**config.mk**
```make
export PLATFORM = sky130hd
export DESIGN_NAME = audio_pwm
export DESIGN_NICKNAME = d
export VERILOG_FILES = /design/src/rtl/audio_pwm_pkg.sv /design/src/rtl/audio_pwm.sv
export SDC_FILE = /design/constraint.sdc
export NUM_CORES = 1
export LEC_CHECK = 0
export CORE_MARGIN = 4
export CORE_UTILIZATION = 53
export DETAILED_ROUTE_END_ITERATION = 6
export GPL_TIMING_DRIVEN = 0
export HOLD_SLACK_MARGIN = 0.15
export PLACE_DENSITY = 0.86
export SLEW_MARGIN = 0
export SYNTH_ARGS = -nofsm -noshare
export SYNTH_HDL_FRONTEND = slang
export SYNTH_SLANG_ARGS = --single-unit
```
**constraint.sdc**
```tcl
create_clock -name clk -period 1.7 [get_ports clk]
set_input_delay 0.34 -clock clk [delete_from_list [all_inputs] [get_ports clk]]
set_output_delay 0.34 -clock clk [all_outputs]
set_load 0.05 [all_outputs]
```
**src/rtl/audio_pwm_pkg.sv**
```systemverilog
// Shared constants for the audio PWM DAC driver.
// PWM_BITS_DEF is the default sample/duty width, MIDSCALE the silent-output
// code at that width, FRAME_LEN the number of clocks in one PWM frame.
package audio_pwm_pkg;

  localparam int         PWM_BITS_DEF = 8;
  localparam logic [7:0] MIDSCALE     = 8'h80;
  localparam int         FRAME_LEN    = 1 << PWM_BITS_DEF;

endpackage

```
**src/rtl/audio_pwm.sv**
```systemverilog
// Audio PWM DAC driver: free-running frame counter, a one-deep pending
// sample register, and a duty register that only changes on frame
// boundaries so every frame is output complete.
// Optional feature: define AUDIO_PWM_SOFT_MUTE_EN to make mute ramp the
// duty toward midscale by one code per frame instead of jumping there.
module audio_pwm
  import audio_pwm_pkg::*;
#(
  parameter int PWM_BITS = PWM_BITS_DEF
) (
  input  logic                clk,
  input  logic                rst,
  input  logic [PWM_BITS-1:0] sample_in,
  input  logic                sample_valid,
  input  logic                mute,
  input  logic                overrun_clr,
  output logic                pwm_out,
  output logic                frame_strobe,
  output logic                overrun
);

  // Midscale at the configured width (0x80 for the default 8 bits).
  localparam logic [PWM_BITS-1:0] MID = {1'b1, {(PWM_BITS-1){1'b0}}};
  localparam logic [PWM_BITS-1:0] ONE = PWM_BITS'(1);

  logic [PWM_BITS-1:0] cnt_q, cnt_d;
  logic [PWM_BITS-1:0] duty_q, duty_d;
  logic [PWM_BITS-1:0] pending_q, pending_d;
  logic                pending_full_q, pending_full_d;
  logic                pwm_out_q, pwm_out_d;
  logic                frame_strobe_q, frame_strobe_d;
  logic                overrun_q, overrun_d;
  logic                boundary;

  // Frame counter wraps naturally; the last count of a frame is the boundary.
  always_comb begin
    cnt_d    = cnt_q + ONE;
    boundary = (cnt_q == {PWM_BITS{1'b1}});
  end

  // Pending sample capture; a boundary empties the slot before a coincident
  // new sample refills it, so that case is never an overrun.
  always_comb begin
    pending_d      = pending_q;
    pending_full_d = pending_full_q;
    overrun_d      = overrun_q;
    if (boundary) begin
      pending_full_d = 1'b0;
    end
    if (sample_valid) begin
      pending_d      = sample_in;
      pending_full_d = 1'b1;
    end
    if (overrun_clr) begin
      overrun_d = 1'b0;
    end
    if (sample_valid && pending_full_q && !boundary) begin
      overrun_d = 1'b1;
    end
  end

  // Duty update at boundaries only; mute overrides the pending sample.
  always_comb begin
    duty_d = duty_q;
    if (boundary) begin
      if (mute) begin
`ifdef AUDIO_PWM_SOFT_MUTE_EN
        if (duty_q > MID) begin
          duty_d = duty_q - ONE;
        end else if (duty_q < MID) begin
          duty_d = duty_q + ONE;
        end
`else
        duty_d = MID;
`endif
      end else if (pending_full_q) begin
        duty_d = pending_q;
      end
    end
  end

  // Output bits: compare against the current count, strobe after the boundary.
  always_comb begin
    pwm_out_d      = (cnt_q < duty_q);
    frame_strobe_d = boundary;
  end

  // State registers; reset restarts a fresh frame at midscale.
  always_ff @(posedge clk or posedge rst) begin
    if (rst) begin
      cnt_q          <= '0;
      duty_q         <= MID;
      pending_q      <= MID;
      pending_full_q <= 1'b0;
      pwm_out_q      <= 1'b0;
      frame_strobe_q <= 1'b0;
      overrun_q      <= 1'b0;
    end else begin
      cnt_q          <= cnt_d;
      duty_q         <= duty_d;
      pending_q      <= pending_d;
      pending_full_q <= pending_full_d;
      pwm_out_q      <= pwm_out_d;
      frame_strobe_q <= frame_strobe_d;
      overrun_q      <= overrun_d;
    end
  end

  assign pwm_out      = pwm_out_q;
  assign frame_strobe = frame_strobe_q;
  assign overrun      = overrun_q;

endmodule
```
## After elaboration in Yosys (flattened, before gate mapping)

Cells that the tools add are included.
W data, S select, Z words.

- RAM bits: 0
- Input port bits: 13
- Latch bits: 0
- ROM bits: 0
- Output and inout bits: 3
- Register bits after elaboration: 28
- Memories: 0

- $mul: 0
- Divide/modulo/power cells: 0
- Shift-type cells: 0
- Muxes and demuxes: 6
- Magnitude comparators: 1
- Reduce and logical (&&, ||, !) cells: 7
- Equality and inequality tests: 1
- Add/subtract/negate cells: 1
- Bitwise logic cells: 0

Operator list:

| cell | number |
|---|---|
| $mux W8 | 2 |
| $add A8 B1 Y8 const B | 1 |
| $eq A8 B8 Y1 const B | 1 |
| $lt A8 B8 Y1 | 1 |
| $reduce_bool A2 Y1 | 3 |
| $mux W1 | 4 |
| $logic_and A1 B1 Y1 | 2 |
| $reduce_and A2 Y1 | 1 |
| $logic_not A1 Y1 | 1 |

## Longest topological paths before layout

Gate-level depths: netlist (run 1).

- Word-level depth: 4
- Depth in mapped cells: 6
- Depth with buffers taken out: 6

## Worst setup path after synthesis (run 1)

No wires, ideal clock.

- Path type: register -> register
- Start point: reg cnt_q[0]
- End point: reg duty_q[0]
- Setup time: 0.066 ns
- Period minus slack after synthesis: 1.346 ns
- Cell stages (with the launch flop): 6
- Slack: 0.354 ns
- Buffers on the path: 0
- Arrival: 1.280 ns
- Cells stage by stage: dfrtp_1 -> ha_1 -> and3_4 -> nand3_4 -> nor3b_4 -> a22o_1

- Word-level cells in the longest chain between the ends: 2

Ends and longest elaborated chain:

| what | RTL line | source |
|---|---|---|
| from (decl) | audio_pwm.sv:26 | `logic [PWM_BITS-1:0] cnt_q, cnt_d;` |
| from (signal assigned) | audio_pwm.sv:99 | `cnt_q <= cnt_d;` |
| $eq A8 B8 Y1 | audio_pwm.sv:38 | `boundary = (cnt_q == {PWM_BITS{1'b1}});` |
| $reduce_and A2 Y1 (no line) | -- |  |
| to (signal assigned) | audio_pwm.sv:100 | `duty_q <= duty_d;` |
| to (decl) | audio_pwm.sv:27 | `logic [PWM_BITS-1:0] duty_q, duty_d;` |

Every way passes these cells.
A chain may end at the register's enable or synchronous reset.

## Final worst setup path (run 1)

- Start point: reg overrun_q (netlist: overrun)
- End point: out overrun

RTL lines:

| what | RTL line | source |
|---|---|---|
| from (decl) | audio_pwm.sv:32 | `logic overrun_q, overrun_d;` |
| from (signal assigned) | audio_pwm.sv:105 | `overrun_q <= overrun_d;` |
| to (decl) | audio_pwm.sv:19 | `output logic overrun` |

No word-level cell between the ends.

==> metrics.yaml, run 1 <==
placement:
  placed_cell_area_um2: 1400
  dp_cells: 133
  gp_congestion: 0.720
  dp_slack_ps: 124
  portBuffers: 14
  hpwlAfterDp_um: 1450
yosys:
  netlist.area_leader.share: 0.532
  synthMuxAreaShare: 0.0736
  ys_seq_area_frac: 0.575
  synth_nets: 112
  synth.cell_area_um2: 1220
  ys_seq_elements: 28
  synth.distinct_cells: 25
  synth_compound_area_frac: 0.111
  synthXorXnorAreaFrac: 0.0429
  synth_warnings: 0
  synth_area_leader_cell: "dfrtp_1"
  synth_top_family_by_area: "compound AO/OA/AOI/OAI gates"
  synthAdderAreaFrac: 0.0818
  yosys.area_share.simple: 0.0787
  yosys-top-cells-area: "dfrtp_1, ha_1, mux2_2, a22o_1, dfstp_2"
  syn_area_per_cell_um2: 13.4
  synthCells: 91
power:
  p_leak_nw: 0.662
  powerDensity_nw_per_um2: 826
  max-vdd-ir-drop_uv: 532
  fin_total_pwr_mw: 1.20
setup_path:
  crit_family: "buffers and inverters"
  worstPathRequired_ps: 1360
  cp.arrival_ps: 1220
  path_cells: "dlygate4sd2_1"
  critPathSlowestCell: "dlygate4sd2_1"
  critPathLaunchType: "flip-flop"
  cp_max_fo: 2
  slowest_delay_ps: 530
  criticalPathCategory: "reg2out"
  cp-end-kind: "output pin"
  path_buf_inv: 1
sta:
  rsz0062_at_grt: "false"
  max_slew_margin: 0.341
  max_freq_mhz: 641
  holdWs_ps: 457
  tightest_slew_ps: 987
  timing.final.ws_setup_ps: 140
  finalSetupTns_ps: 0
  setup_viol: 0
  period_share: 0.918
  final-hold-violation-count: 0
  drv_slew: 0
  layout_min_cycle_time_ps: 1560
  skew_ps: 9.72
floorplan:
  die_h_um: 56.1
  start_util: 0.553
  ioPinCount: 16
  die_area_um2: 3140
  dieWidth_um: 56.1
  rows: 17
  core_um2: 2210
drt:
  drc: 0
  drt_iter0_drc: 5
  routed_wl_um: 1810
  antenna_left: 0
  wl_per_cell_um: 13.2
  num_vias: 710
  viasPerCell: 5.18
  dr.pass1.iters: 3
grt:
  grt_pass1_vias: 765
  grt_max_degree: 29
  grt_pass1_wl_um: 3250
  track_usage: 0.136
  antenna_found_initial: 0
  grt-ovfl-total: 0
finish:
  antenna_cells: 0
  area_growth_pct: 18.3
  final_cells: 137
  final_area_um2: 1450
  fin_nets: 131
  fin_util: 0.654
  drive_above_1_share: 0.183
clocking:
  path_clk_slew_ps: 150
  htreeDepth: 1
  ctsHoldBuffers: 0
  post_cts_buffers: 0
  cts_resized: 3
  tritoncts: "yes"
  cts_made_buffers: 3
  cts_num_sinks: 28
  clk_latency_ps: 330
  clockBufferDepth: 2
  root_buffer: "clkbuf_4"
flow_run:
  max_cap_violations: 0
outcome:
  status: "finished clean"
worst_hold_path:
  holdCritPathClass: "in2reg"
==> worst paths after layout <==
path                         startpoint   endpoint  slack [ps]  cells past startpoint
hold reg to reg                cnt_q[0]   cnt_q[0]         490                      1
max in group asynchronous           rst  duty_q[1]         570                      2
setup / recovery                overrun    overrun         140                      1
hold / removal             sample_valid    overrun         460                      3
setup reg to reg               cnt_q[0]  duty_q[2]         180                      5
min in group asynchronous           rst    pwm_out         530                      2
==> registers in the layout, indices dropped and copies added (netlist names) <==
signal and flops:
overrun 1, pending_q 8, cnt_q 8, frame_strobe 1
pending_full_q 1, pwm_out 1, duty_q 8
==> final cells by class <==
| type | count | area [µm²] |
|---|---|---|
| Sequential cell | 28 | 703 |
| Timing Repair Buffer | 14 | 136 |
| Buffer | 1 | 3.75 |
| Inverter | 11 | 41.3 |
| Fill cell | 182 | 764 |
| Tap cell | 28 | 35.0 |
| Multi-Input combinational cell | 51 | 475 |
| Clock buffer | 3 | 22.5 |
| Clock inverter | 1 | 30.0 |
==> cells in the mapped netlist <==
cell / count
dfrtp_1: 26
inv_1: 10
ha_1: 8
mux2_2: 8
a22o_1: 7
nand3_1: 4
a21o_1: 3
xnor2_1: 3
xor2_1: 3
a21oi_1: 2
dfstp_2: 2
o21ai_0: 2
a211oi_1: 1
a41oi_1: 1
and3_1: 1
and3_2: 1
and3_4: 1
clkbuf_1: 1
inv_2: 1
nand2b_1: 1
nand3_4: 1
nor3b_4: 1
nor4b_1: 1
o211ai_1: 1
o21ai_2: 1
==> kinds of logic after synthesis <==
group	after synthesis
AOI/OAI and AO/OA	18
xor gates and xnor gates	6
adders and majority gates	8
buffers and inverters	12
DFF	28
muxes	8
and+or+nand+nor	11
==> cell usage in the layout, fill, tap and decap left out <==
| cell type | netlist | layout |
|---|---|---|
| inv_2 | 1 | 1 |
| dlygate4sd2_1 | 0 | 3 |
| o21ai_2 | 1 | 1 |
| nor4b_1 | 1 | 1 |
| dfstp_2 | 2 | 2 |
| nand3_1 | 4 | 4 |
| a211oi_1 | 1 | 1 |
| a21oi_1 | 2 | 2 |
| o211ai_1 | 1 | 1 |
| and3_2 | 1 | 1 |
| nand2b_1 | 1 | 1 |
| xnor2_1 | 3 | 3 |
| a21o_1 | 3 | 3 |
| o21ai_0 | 2 | 2 |
| xor2_1 | 3 | 3 |
| nor3b_4 | 1 | 1 |
| inv_1 | 10 | 10 |
| ha_1 | 8 | 8 |
| bufinv_16 | 0 | 1 |
| and3_1 | 1 | 1 |
| clkbuf_1 | 1 | 1 |
| and3_4 | 1 | 1 |
| a41oi_1 | 1 | 1 |
| nand3_4 | 1 | 1 |
| a22o_1 | 7 | 7 |
| clkbuf_4 | 0 | 3 |
| mux2_2 | 8 | 8 |
| clkdlybuf4s50_1 | 0 | 11 |
| dfrtp_1 | 26 | 26 |
==> where the power goes <==
group          switching [mW]  total (mW)  leakage, nW  internal, mW
clock                   0.186       0.424       0.0279         0.239
combinational          0.0318      0.0732        0.293        0.0414
sequential             0.0103       0.699        0.340         0.689
total                   0.228        1.20        0.662         0.968
==> per-layer routing <==
layer | track usage | routed length, µm | vias to the layer above
met2 | 0.227 | 918 | 13
met3 | 0.0278 | 80 | 4
met1 | 0.158 | 751 | 334
li1 | - | - | 359
met4 | 0.0814 | 54 | 0
met5 | 0 | 0 | -
Note: power is estimated with default switching activity, not from simulation.
==> inputs of run 2 (changes only) <==
--- a/config.mk
+++ b/config.mk
@@ -7,6 +7,7 @@
 export LEC_CHECK = 0
 export CORE_MARGIN = 4
 export CORE_UTILIZATION = 53
+export CTS_CLUSTER_SIZE = 14
 export DETAILED_ROUTE_END_ITERATION = 6
 export GPL_TIMING_DRIVEN = 0
 export HOLD_SLACK_MARGIN = 0.15
==> results of run 2 <==
Final layout, timing and power as in run 1 (identical DEF).
==> inputs of run 3 (changes only) <==
--- a/config.mk
+++ b/config.mk
@@ -5,13 +5,14 @@
 export SDC_FILE = /design/constraint.sdc
 export NUM_CORES = 1
 export LEC_CHECK = 0
+export ABC_AREA = 1
 export CORE_MARGIN = 4
-export CORE_UTILIZATION = 53
+export CORE_UTILIZATION = 54
 export CTS_CLUSTER_SIZE = 14
 export DETAILED_ROUTE_END_ITERATION = 6
 export GPL_TIMING_DRIVEN = 0
 export HOLD_SLACK_MARGIN = 0.15
-export PLACE_DENSITY = 0.86
+export PLACE_DENSITY = 0.87
 export SLEW_MARGIN = 0
 export SYNTH_ARGS = -nofsm -noshare
 export SYNTH_HDL_FRONTEND = slang
==> run 3 against run 2 <==
Synthesized cell count is 51% higher. Non-clock buffer count is 2 higher. Clock skew is 9.4 ps higher. Count of clock-buffer cells in the layout stayed put. Area after synthesis is 10% higher. Utilization is 3.0 points higher. Sequential power is 0.9% lower. Largest power group unchanged.
==> metrics.yaml, run 3 <==
yosys:
  synth.cell_area_um2: 1350
  async_reset_ff_frac: 1.00
  ys_seq_area_frac: 0.521
  yosysMostFrequentCell: "dfrtp_1"
  synthTopCellsByCount: "dfrtp_1, nand2_1, inv_1"
  synthCells: 137
  synth_nets: 158
  netlist.area_leader.share: 0.482
  yosys-top-cells-area: "dfrtp_1, ha_1, nand2_1, inv_1, o21ai_2"
  synth.distinct_cells: 23
  synth_area_leader_cell: "dfrtp_1"
  synth_warnings: 0
  synth_edf_count: 0
  syn_area_per_cell_um2: 9.85
  yosys_most_used_dff: "dfrtp_1"
  ys_seq_elements: 28
clocking:
  tritoncts: "yes"
  clk_latency_ps: 330
  path_clk_slew_ps: 160
  clockBufferDepth: 2
  root_buffer: "clkbuf_4"
  cts_num_sinks: 28
  cts_made_buffers: 3
  htreeDepth: 1
  ctsHoldBuffers: 0
drt:
  routed.top_layer: "met4"
  drt-met1-wl_um: 871
  routed_wl_um: 2100
  drt_iter0_drc: 6
  viasPerCell: 4.90
  route.met2.wl_um: 1090
  drc: 0
  wl_per_cell_um: 11.5
  dr.pass1.iters: 4
  num_vias: 896
  antenna_left: 0
  met3_length_um: 111
sta:
  rsz0062_at_grt: "false"
  final-hold-violation-count: 0
  setup_viol: 0
  drv_slew: 0
  holdWs_ps: 350
  skew_ps: 19.1
  finalSetupTns_ps: 0
  timing.final.ws_setup_ps: 112
  layout_min_cycle_time_ps: 1590
  max_slew_margin: 0.314
  tightest_slew_ps: 1030
  max_freq_mhz: 630
  period_share: 0.934
setup_path:
  regToRegEndpoint: "duty_q[0]"
  crit_family: "buffers and inverters"
  critPathLaunchType: "flip-flop"
  path_buf_inv: 1
  cp_max_fo: 2
  r2r-start: "cnt_q[1]"
  worstPathRequired_ps: 1360
  critPathSlowestCell: "dlygate4sd2_1"
  worstRegToRegCells: 7
  criticalPathCategory: "reg2out"
  worst-path-stages: 1
  slowest_delay_ps: 540
  path_cells: "dlygate4sd2_1"
  cp.arrival_ps: 1250
  endpoint: "overrun"
  cp-end-kind: "output pin"
  worst-r2r-setup-slack_ps: 270
  startpoint: "overrun"
power:
  sequentialPowerShare: 0.569
  clkPwrFrac: 0.358
  combPwrFrac: 0.073
  swShare: 0.205
  switchingPower_uw: 249
  powerDensity_nw_per_um2: 774
  p_leak_nw: 0.736
  max-vdd-ir-drop_uv: 665
  internal-power_uw: 967
worst_hold_path:
  min_path_cells: 2
  holdCritPathClass: "in2reg"
finish:
  final_cells: 183
  final_area_um2: 1570
  final_common_cell: "dfrtp_1"
  layout_common_cells: "dfrtp_1, nand2_1, inv_1"
  nFillCells: 197
  drive_above_1_share: 0.194
  fin_nets: 177
  top_regs: "cnt_q x8, duty_q x8, pending_q x8"
  area_growth_pct: 16.6
  antenna_cells: 0
floorplan:
  dieWidth_um: 58.0
  rows: 17
  die_h_um: 58.0
  ioPinCount: 16
  start_util: 0.587
  die_area_um2: 3360
  core_um2: 2300
grt:
  track_usage: 0.144
  grt_pass1_vias: 965
  grt_pass1_wl_um: 3780
  grt_max_degree: 29
  antenna_found_initial: 0
  grt-ovfl-total: 0
outcome:
  status: "finished clean"
placement:
  dp_cells: 179
  gp_congestion: 0.663
  portBuffers: 14
  hpwlAfterDp_um: 1690
  dp_slack_ps: 18.0
  placed_cell_area_um2: 1520
flow_run:
  max_cap_violations: 0
-- run 3: power groups by stage --
stage	Sequential [mW]	Combinational (mW)	Clock, mW
after floorplan	0.709	0.0457	0
after global placement	0.704	0.0884	0
after detailed placement	0.705	0.0922	0
after CTS	0.693	0.0910	0.445
after global routing	0.695	0.0998	0.466
final	0.693	0.0888	0.435
-- run 3: per-stage QoR --
stage	util	power, mW
floorplan	-	0.755
global route	0.685	1.26
finish	0.685	1.22
CTS	0.685	1.23
global placement	0.663	0.793
detailed placement	0.663	0.797
-- run 3: area by class of cell --
cell class / count / area, µm² / area share
repair buffers: 14 / 136 / 0.0867
clock inverters: 1 / 30.0 / 0.0191
well taps: 28 / 35.0 / 0.0223
plain buffers: 3 / 20.0 / 0.0127
inverters: 23 / 86.3 / 0.0549
multi-input cells: 83 / 539 / 0.343
clock buffers: 3 / 22.5 / 0.0143
flip-flops and latches: 28 / 703 / 0.447
-- run 3: how the worst min path moves through the flow --
stage / end / slack (ps) / startpoint
final: pending_q[5] / 350 / sample_valid
after global placement: cnt_q[0] / 460 / cnt_q[0]
after floorplan: cnt_q[0] / 400 / rst
after global routing: pending_q[6] / 390 / sample_valid
after CTS: pending_q[5] / 360 / sample_valid
after detailed placement: duty_q[7] / 470 / duty_q[7]
-- run 3: kinds of logic (layout without fill, tap and decap cells) --
group,count (synthesis),in the layout,share of synthesized area
AO/OA/AOI/OAI,22,22,0.106
adder cells (fa/ha/maj),8,8,0.0742
XOR/XNOR,6,6,0.0390
flip-flops,28,28,0.521
AND/OR/NAND/NOR,46,46,0.173
buffers and inverters,26,44,0.0788
multiplexers,1,1,0.00835
-- run 3: metal layers --
layer | up-vias | global-route usage
li1 | 460 | -
met1 | 413 | 0.153
met2 | 19 | 0.274
met3 | 4 | 0.0290
met4 | 0 | 0.0596
met5 | - | 0
-- run 3: timing repair --
item | in CTS | in global routing
setup endpoints to repair | 3 | 0
setup buffers | 0 | 0
gates resized for setup | 3 | 0
